### src/rtl/accum_seq_pkg.sv
// ============================================================================
// Module   : accum_seq_pkg
// Purpose  : Shared types and constants for the sequential accumulator:
//            FSM state encoding, default widths and the datapath width.
// Revision : 1.0 - initial release
// ============================================================================
`default_nettype none

package accum_seq_pkg;

    // Datapath width of the adder and accumulator.
    localparam int c_DATA_W    = 8;

    // Default widths of the run-length input and the carry-out counter.
    localparam int c_LEN_W_DEF = 4;
    localparam int c_CNT_W_DEF = 4;

    // Controller states.
    typedef enum logic [1:0] {
        ST_IDLE  = 2'd0,
        ST_ACCUM = 2'd1,
        ST_DONE  = 2'd2
    } state_t;

endpackage : accum_seq_pkg

`default_nettype wire

### src/rtl/adder8bit.sv
// ============================================================================
// Module   : adder8bit
// Purpose  : 8-bit ripple-carry adder with signed-overflow clamp.
//            The result is forced to zero whenever the add overflows as a
//            signed operation; otherwise it is the modulo-256 sum.
// Ports    : a_i, b_i   - operands
//            sum_o      - clamped result
//            cout_o     - carry out of bit 7
//            flow_o     - signed overflow (carry out of bit 7 XOR carry into it)
// Revision : 1.0 - initial release
// ============================================================================
`default_nettype none

module adder8bit
    import accum_seq_pkg::*;
(
    input  logic [c_DATA_W-1:0] a_i,
    input  logic [c_DATA_W-1:0] b_i,
    output logic [c_DATA_W-1:0] sum_o,
    output logic                cout_o,
    output logic                flow_o
);

    logic [c_DATA_W:0]   w_carry;
    logic [c_DATA_W-1:0] w_raw;

    assign w_carry[0] = 1'b0;

    for (genvar i = 0; i < c_DATA_W; i++) begin : g_bit
        assign w_raw[i]     = a_i[i] ^ b_i[i] ^ w_carry[i];
        assign w_carry[i+1] = (a_i[i] & b_i[i]) | (w_carry[i] & (a_i[i] ^ b_i[i]));
    end

    assign cout_o = w_carry[c_DATA_W];
    assign flow_o = w_carry[c_DATA_W] ^ w_carry[c_DATA_W-1];
    assign sum_o  = flow_o ? '0 : w_raw;

endmodule : adder8bit

`default_nettype wire

### src/rtl/accum_seq.sv
// ============================================================================
// Module   : accum_seq
// Purpose  : Sequential accumulator. Sums a run of len_i operands accepted
//            over a valid/ready handshake, then presents the final sum, a
//            sticky signed-overflow flag and a saturating carry-out count
//            until the consumer takes them.
// Ports    : clk, rst                  - clock, async active-high reset
//            start_i, len_i            - begin a run of len_i operands (IDLE)
//            in_valid_i/in_ready_o     - operand handshake, in_data_i operand
//            out_valid_o/out_ready_i   - result handshake
//            out_sum_o, out_ovf_o,
//            out_carries_o             - result fields (registered)
//            busy_o                    - run in progress or result pending
// Revision : 1.0 - initial release
// ============================================================================
`default_nettype none

module accum_seq
    import accum_seq_pkg::*;
#(
    parameter int LEN_W = c_LEN_W_DEF,
    parameter int CNT_W = c_CNT_W_DEF
) (
    input  logic                clk,
    input  logic                rst,
    input  logic                start_i,
    input  logic [LEN_W-1:0]    len_i,
    input  logic                in_valid_i,
    output logic                in_ready_o,
    input  logic [c_DATA_W-1:0] in_data_i,
    output logic                out_valid_o,
    input  logic                out_ready_i,
    output logic [c_DATA_W-1:0] out_sum_o,
    output logic                out_ovf_o,
    output logic [CNT_W-1:0]    out_carries_o,
    output logic                busy_o
);

    localparam logic [CNT_W-1:0] c_CNT_MAX = {CNT_W{1'b1}};
    localparam logic [LEN_W-1:0] c_LEN_ONE = LEN_W'(1);

    state_t              state_q,     state_d;
    logic [c_DATA_W-1:0] acc_q,       acc_d;
    logic                ovf_q,       ovf_d;
    logic [CNT_W-1:0]    carries_q,   carries_d;
    logic [LEN_W-1:0]    remaining_q, remaining_d;

    logic [c_DATA_W-1:0] w_sum;
    logic                w_cout;
    logic                w_flow;
    logic                w_hs;

    adder8bit u_adder (
        .a_i    (acc_q),
        .b_i    (in_data_i),
        .sum_o  (w_sum),
        .cout_o (w_cout),
        .flow_o (w_flow)
    );

    assign w_hs = in_valid_i && (state_q == ST_ACCUM);

    always_comb begin
        state_d     = state_q;
        acc_d       = acc_q;
        ovf_d       = ovf_q;
        carries_d   = carries_q;
        remaining_d = remaining_q;

        case (state_q)
            ST_IDLE: begin
                if (start_i) begin
                    acc_d       = '0;
                    ovf_d       = 1'b0;
                    carries_d   = '0;
                    remaining_d = len_i;
                    state_d     = (len_i == '0) ? ST_DONE : ST_ACCUM;
                end
            end
            ST_ACCUM: begin
                if (w_hs) begin
                    // The adder already clamps to zero on overflow, so the
                    // next beat restarts from 0 without extra muxing here.
                    acc_d       = w_sum;
                    ovf_d       = ovf_q | w_flow;
                    if (w_cout && (carries_q != c_CNT_MAX)) begin
                        carries_d = carries_q + 1'b1;
                    end
                    remaining_d = remaining_q - 1'b1;
                    if (remaining_q == c_LEN_ONE) begin
                        state_d = ST_DONE;
                    end
                end
            end
            ST_DONE: begin
                if (out_ready_i) begin
                    state_d = ST_IDLE;
                end
            end
            default: begin
                state_d = ST_IDLE;
            end
        endcase
    end

    always_ff @(posedge clk or posedge rst) begin
        if (rst) begin
            state_q     <= ST_IDLE;
            acc_q       <= '0;
            ovf_q       <= 1'b0;
            carries_q   <= '0;
            remaining_q <= '0;
        end else begin
            state_q     <= state_d;
            acc_q       <= acc_d;
            ovf_q       <= ovf_d;
            carries_q   <= carries_d;
            remaining_q <= remaining_d;
        end
    end

    // All outputs come from registers or state decode; in_data_i never
    // reaches an output combinationally.
    assign in_ready_o    = (state_q == ST_ACCUM);
    assign out_valid_o   = (state_q == ST_DONE);
    assign busy_o        = (state_q == ST_ACCUM) || (state_q == ST_DONE);
    assign out_sum_o     = acc_q;
    assign out_ovf_o     = ovf_q;
    assign out_carries_o = carries_q;

endmodule : accum_seq

`default_nettype wire

### config.mk
export PLATFORM = sky130hd
export DESIGN_NAME = accum_seq
export DESIGN_NICKNAME = d
export VERILOG_FILES = /design/src/rtl/accum_seq_pkg.sv /design/src/rtl/adder8bit.sv /design/src/rtl/accum_seq.sv
export SDC_FILE = /design/constraint.sdc
export NUM_CORES = 1
export LEC_CHECK = 0
export ABC_CLOCK_PERIOD_IN_PS = 9000
export CAP_MARGIN = 20
export CORE_ASPECT_RATIO = 1.1
export CORE_MARGIN = 5
export CORE_UTILIZATION = 35
export CTS_CLUSTER_SIZE = 10
export DETAILED_ROUTE_END_ITERATION = 10
export PLACE_DENSITY = 0.66
export SYNTH_ARGS = -nofsm -noshare
export SYNTH_HDL_FRONTEND = slang
export SYNTH_HIERARCHICAL = 1
export SYNTH_SLANG_ARGS = --single-unit
export TNS_END_PERCENT = 50
### constraint.sdc
create_clock -name clk -period 9 [get_ports clk]
set_input_delay 1.8 -clock clk [delete_from_list [all_inputs] [get_ports clk]]
set_output_delay 1.8 -clock clk [all_outputs]
set_load 0.02 [all_outputs]
Yosys cells after proc, flatten, opt, wreduce, memory -nomap -nowiden. Cells that the tools add are included.

Register bits after elaboration: 19. Logic and storage cells: 84. Input port bits: 17. Output and inout bits: 16.

Add/subtract/negate cells: 2. Reductions and logical operators: 9. Eq/ne operators: 9. Bitwise operators: 39. Mux-type cells: 20.

Operator list (count): $mux 8 (3); $mux 4 (5); $pmux 4 s2 (2); $pmux 8 s2 (1); $xor 1x1->1 (16); $and 1x1->1 (15); $mux 2 (5); $ne 2x1->1 const B (4); $or 1x1->1 (8); $reduce_and 4->1 (2); $pmux 2 s3 (1); $add 4x1->4 const B (1); $eq 4x1->1 const B (1); $logic_not 4->1 (1); $ne 4x4->1 const B (1); $sub 4x1->4 const B (1); $reduce_and 3->1 (1); $eq 2x1->1 const B (1); $eq 2x2->1 const B (1); $logic_and 1x1->1 (2); $logic_not 2->1 (1); $mux 1 (2); $ne 2x2->1 const B (1); $pmux 1 s2 (1); other kinds (2) (2).

Logic depth before layout (Yosys ltp).
Word-level depth: 19. Gate-level depth with buffers: 13. Mapped depth without buffers: 13.

Modules after synthesis. Netlist, hierarchy kept.

By module, submodules not included: accum_seq (times used 1, sequential area each 475.5 um^2, cells an instance 97, area each 1024.7 um^2); adder8bit (times used 1, sequential area each 0.0 um^2, cells an instance 31, area each 256.5 um^2).

Least setup slack after synthesis. No wires, ideal clock.

Kind: input-to-reg. Start: input in_data_i[0]. End: register carries_q[0], in the netlist out_carries_o[0]. Data arrival time: 5234 ps. Data required time: 8872 ps. Setup slack: 3639 ps. Buffers on the path: 0. Stages on the path: 13. Library setup time: 128 ps. Cells stage by stage: ha_1 -> inv_1 -> fa_1 -> fa_1 -> fa_1 -> fa_1 -> fa_1 -> fa_1 -> inv_1 -> fa_1 -> nand2_1 -> a21oi_4 -> mux2_1.

Longest elaborated chain between the ends: 18.

RTL lines: from (decl) (line accum_seq.sv:30) `input logic [c_DATA_W-1:0] in_data_i,`; $and 1x1->1 (2 in series) (line adder8bit.sv:31) `assign w_carry[i+1] = (a_i[i] & b_i[i]) | (w_carry[i] & (a_i[i] ^ b_i[i]));`; $or 1x1->1 (line adder8bit.sv:31); $and 1x1->1 (line adder8bit.sv:31); $or 1x1->1 (line adder8bit.sv:31); $and 1x1->1 (line adder8bit.sv:31); $or 1x1->1 (line adder8bit.sv:31); $and 1x1->1 (line adder8bit.sv:31); $or 1x1->1 (line adder8bit.sv:31); [2 not listed]; $and 1x1->1 (line adder8bit.sv:31); $or 1x1->1 (line adder8bit.sv:31); $and 1x1->1 (line adder8bit.sv:31); $or 1x1->1 (line adder8bit.sv:31); via w_cout (line accum_seq.sv:49) `logic w_cout;`; $logic_and 1x1->1 (line accum_seq.sv:86) `if (w_cout && (carries_q != c_CNT_MAX)) begin`; $ne 2x1->1 (no line); $reduce_and 4->1 (no line); to (signal assigned) (line accum_seq.sv:117) `carries_q <= carries_d;`; to (decl) (line accum_seq.sv:45) `logic [CNT_W-1:0] carries_q, carries_d;`.

The timed path passes the listed nets, and every way through them passes these cells. A chain may end at the register's enable or synchronous reset.

Worst setup path in the final report. Ends and elaborated chain as after synthesis.

==> impl_metrics.toml <==
[critical_path]
cp.required_ns = 9.14
timing.critical_path.arrival_ns = 5.84
startpoint_type = "input port"
path_max_fanout = 4
worst_setup_path_end_kind = "register"
timing_worst_setup_path_type = "in -> reg"

[timing]
tightestPinTransition_ns = 0.717
report.final.slew_viol_count = 0
final-setup-viol-count = 0
timing.slew.headroom_pct = 52.2
post-route-worst-setup-slack_ns = 3.31
fin_worst_skew_ns = 0.00573
final_report_hold_violation_count = 0
fin_tns_setup_ns = 0
timing.final.crit_period_ns = 5.69
max_fclk_mhz = 176
final.period_utilization_pct = 63.2
holdWs_ns = 0.520
setup_repair_after_global_routing_missed_its_margin = "no"

[floorplan]
floorplan.die.height_um = 73.5
design.die.area_mm2 = 0.00497
initial_core_util_pct = 35.6
num_rows = 23
dieWidth_um = 67.7
io_pins = 33
core_mm2 = 0.00360

[detailed_routing]
firstDrtPassIters = 3
post_drt_via_cell_ratio = 4.85
drcViolationCount = 0
dr.first_iter.drc_count = 36
route.final.wire_length_um = 2710
antenna_nets_post_route = 0
route.vias.total = 1024
wire_per_inst_um = 12.8

[synth]
post_synthesis_adder_cell_area_fraction_pct = 18.8
synth-seq-cells = 19
async_reset_ff_share_pct = 100
synthesis.yosys.warnings = 6
synth_enable_flop_cells = 0
multiplexer_share_of_the_synthesized_area_pct = 3.32
synth_top_family_by_area = "adder cells"
synth.distinct_cells = 34
synth_ff_type = "dfrtp_1"
post_synth_instance_area_mm2 = 0.00128
synth_xor_xnor_area_share_pct = 1.27
synth-compound-area-share_pct = 15.8
synthSimpleGateAreaFrac_pct = 15.5
synth_cells = 128
syn-num-nets = 160
ys_seq_area_share_pct = 37.1
syn_area_per_cell_um2 = 10.0

[clock_tree]
cts.htree.levels = 1
cts_resized = 0
worst_skew_pair.late_latency_ns = 0.26
numClockSinks = 19
cts_inserted_buffers = 3
cts-root-to-sink-buffers = 2
postCtsSetupBuffers = 0
cts_root_buf = "clkbuf_8"
cts_hold_buffers = 0
clkSlewWorstSetupHoldPaths_ns = 0.08
tritoncts = "yes"

[placed_design]
io_buffers = 32
place_ws_ns = 3.01
place_area_mm2 = 0.00164
place_hpwl_um = 2110
gp_congestion = 0.786

[global_route]
via_count_of_the_first_global_routing_pass = 1057
overflow = 0
antenna_found_initial = 0
global_route.usage.total_pct = 12.8
grt_pass1_wl_um = 4690
grt_start_max_net_pins = 20

[power]
static-leakage-power_nw = 0.733
powerDensity_mw_per_mm2 = 297
power.ir.vdd_worst_v = 0.000155

[final_layout]
post_route_cells_drive_above_1_share_pct = 6.21
design_area_mm2 = 0.00168
final_cell_mix = "32 x clkdlybuf4s50_1, 21 x inv_1, 19 x dfrtp_1"
finalNetCount = 194
areaGrowthSynthToFinish_pct = 31.4
n_antenna_cell = 0
postLayoutCoreUtil_pct = 46.8
mostFrequentLayoutCell = "clkdlybuf4s50_1"
fill_cell_count = 358

[hold_path]
timing.hold.worst.class = "reg -> reg"

[run]
max_cap_viol_count = 0

[status]
run_status = "complete, no violations"
-- path summary, 6_finish.rpt --
| kind | from | endpoint | slack (ns) | cells past startpoint |
|---|---|---|---|---|
| setup / recovery | in_data_i[0] | out_carries_o[0] | 3.31 | 14 |
| hold / removal | remaining_q[1] | remaining_q[1] | 0.52 | 2 |
| setup reg to reg | out_sum_o[0] | out_carries_o[0] | 4.90 | 13 |
| hold reg to reg | remaining_q[1] | remaining_q[1] | 0.52 | 2 |
| max in group asynchronous | rst | out_sum_o[3] | 6.59 | 2 |
| min in group asynchronous | rst | out_sum_o[0] | 1.95 | 2 |
-- cell usage after synthesis (all sizes together) (2+ instances only) --
master	count	share of area (%)
inv	21	6.2
dfrtp	19	37
nor2	13	3.8
a22o	8	5.5
ha	8	7.8
nand2	8	2.3
fa	7	11
nor2b	7	4.0
a21oi	6	3.2
o21ai	5	2.0
buf	2	1.8
mux2	2	1.8
mux2i	2	1.6
nand3	2	0.78
or3	2	0.98
-- registers in the layout, indices dropped and copies added (netlist names) --
| register | cells |
|---|---|
| state_q | 2 |
| out_carries_o | 4 |
| out_sum_o | 8 |
| remaining_q | 4 |
| out_ovf_o | 1 |
-- layer usage --
layer	share of wire, %	GRT usage (%)	vias to the layer above	wire length [um]
met5	0	0	-	0
met4	2.5	7.43	0	68
met3	5.1	2.91	5	138
met2	48	21.1	22	1300
met1	44	15.2	503	1200
li1	-	-	494	-
-- power by group --
part / leakage (nW) / internal [mW] / switching (mW)
sequential: 0.248 / 0.114 / 0.0244
clock: 0.0255 / 0.0309 / 0.0304
combinational: 0.460 / 0.137 / 0.163
total: 0.733 / 0.282 / 0.218
-- logic make-up after synthesis --
| family | after synthesis |
|---|---|
| AO/OA/AOI/OAI | 26 |
| XOR/XNOR | 1 |
| adder cells (fa/ha/maj) | 15 |
| buffers and inverters | 24 |
| flip-flops | 19 |
| multiplexers | 4 |
| AND/OR/NAND/NOR | 39 |
-- through the flow --
stage	power [mW]	std cells
CTS	0.508	211
global placement	0.433	207
detailed placement	0.443	207
floorplan	0.366	128
global route	0.548	211
finish	0.499	211
-- layout make-up --
class                   count  area (um2)  area share, %
clock buffers               3        41.3           2.45
clock inverters             1        5.00          0.297
inverters                  21        78.8           4.68
multi-input cells          85         701           41.6
flip-flops and latches     19         475           28.2
well taps                  50        62.6           3.71
repair buffers             32         320           19.0
-- critical path: stages --
cell and delay, ns:
clkdlybuf4s50_1 0.46, ha_1 0.15, inv_1 0.05, fa_1 0.37, fa_1 0.39, fa_1 0.39, fa_1 0.38, fa_1 0.38
fa_1 0.43, inv_1 0.09, fa_1 0.27, nand2_1 0.14, a21oi_4 0.20, mux2_1 0.35
(Power assumes the default switching activity.)
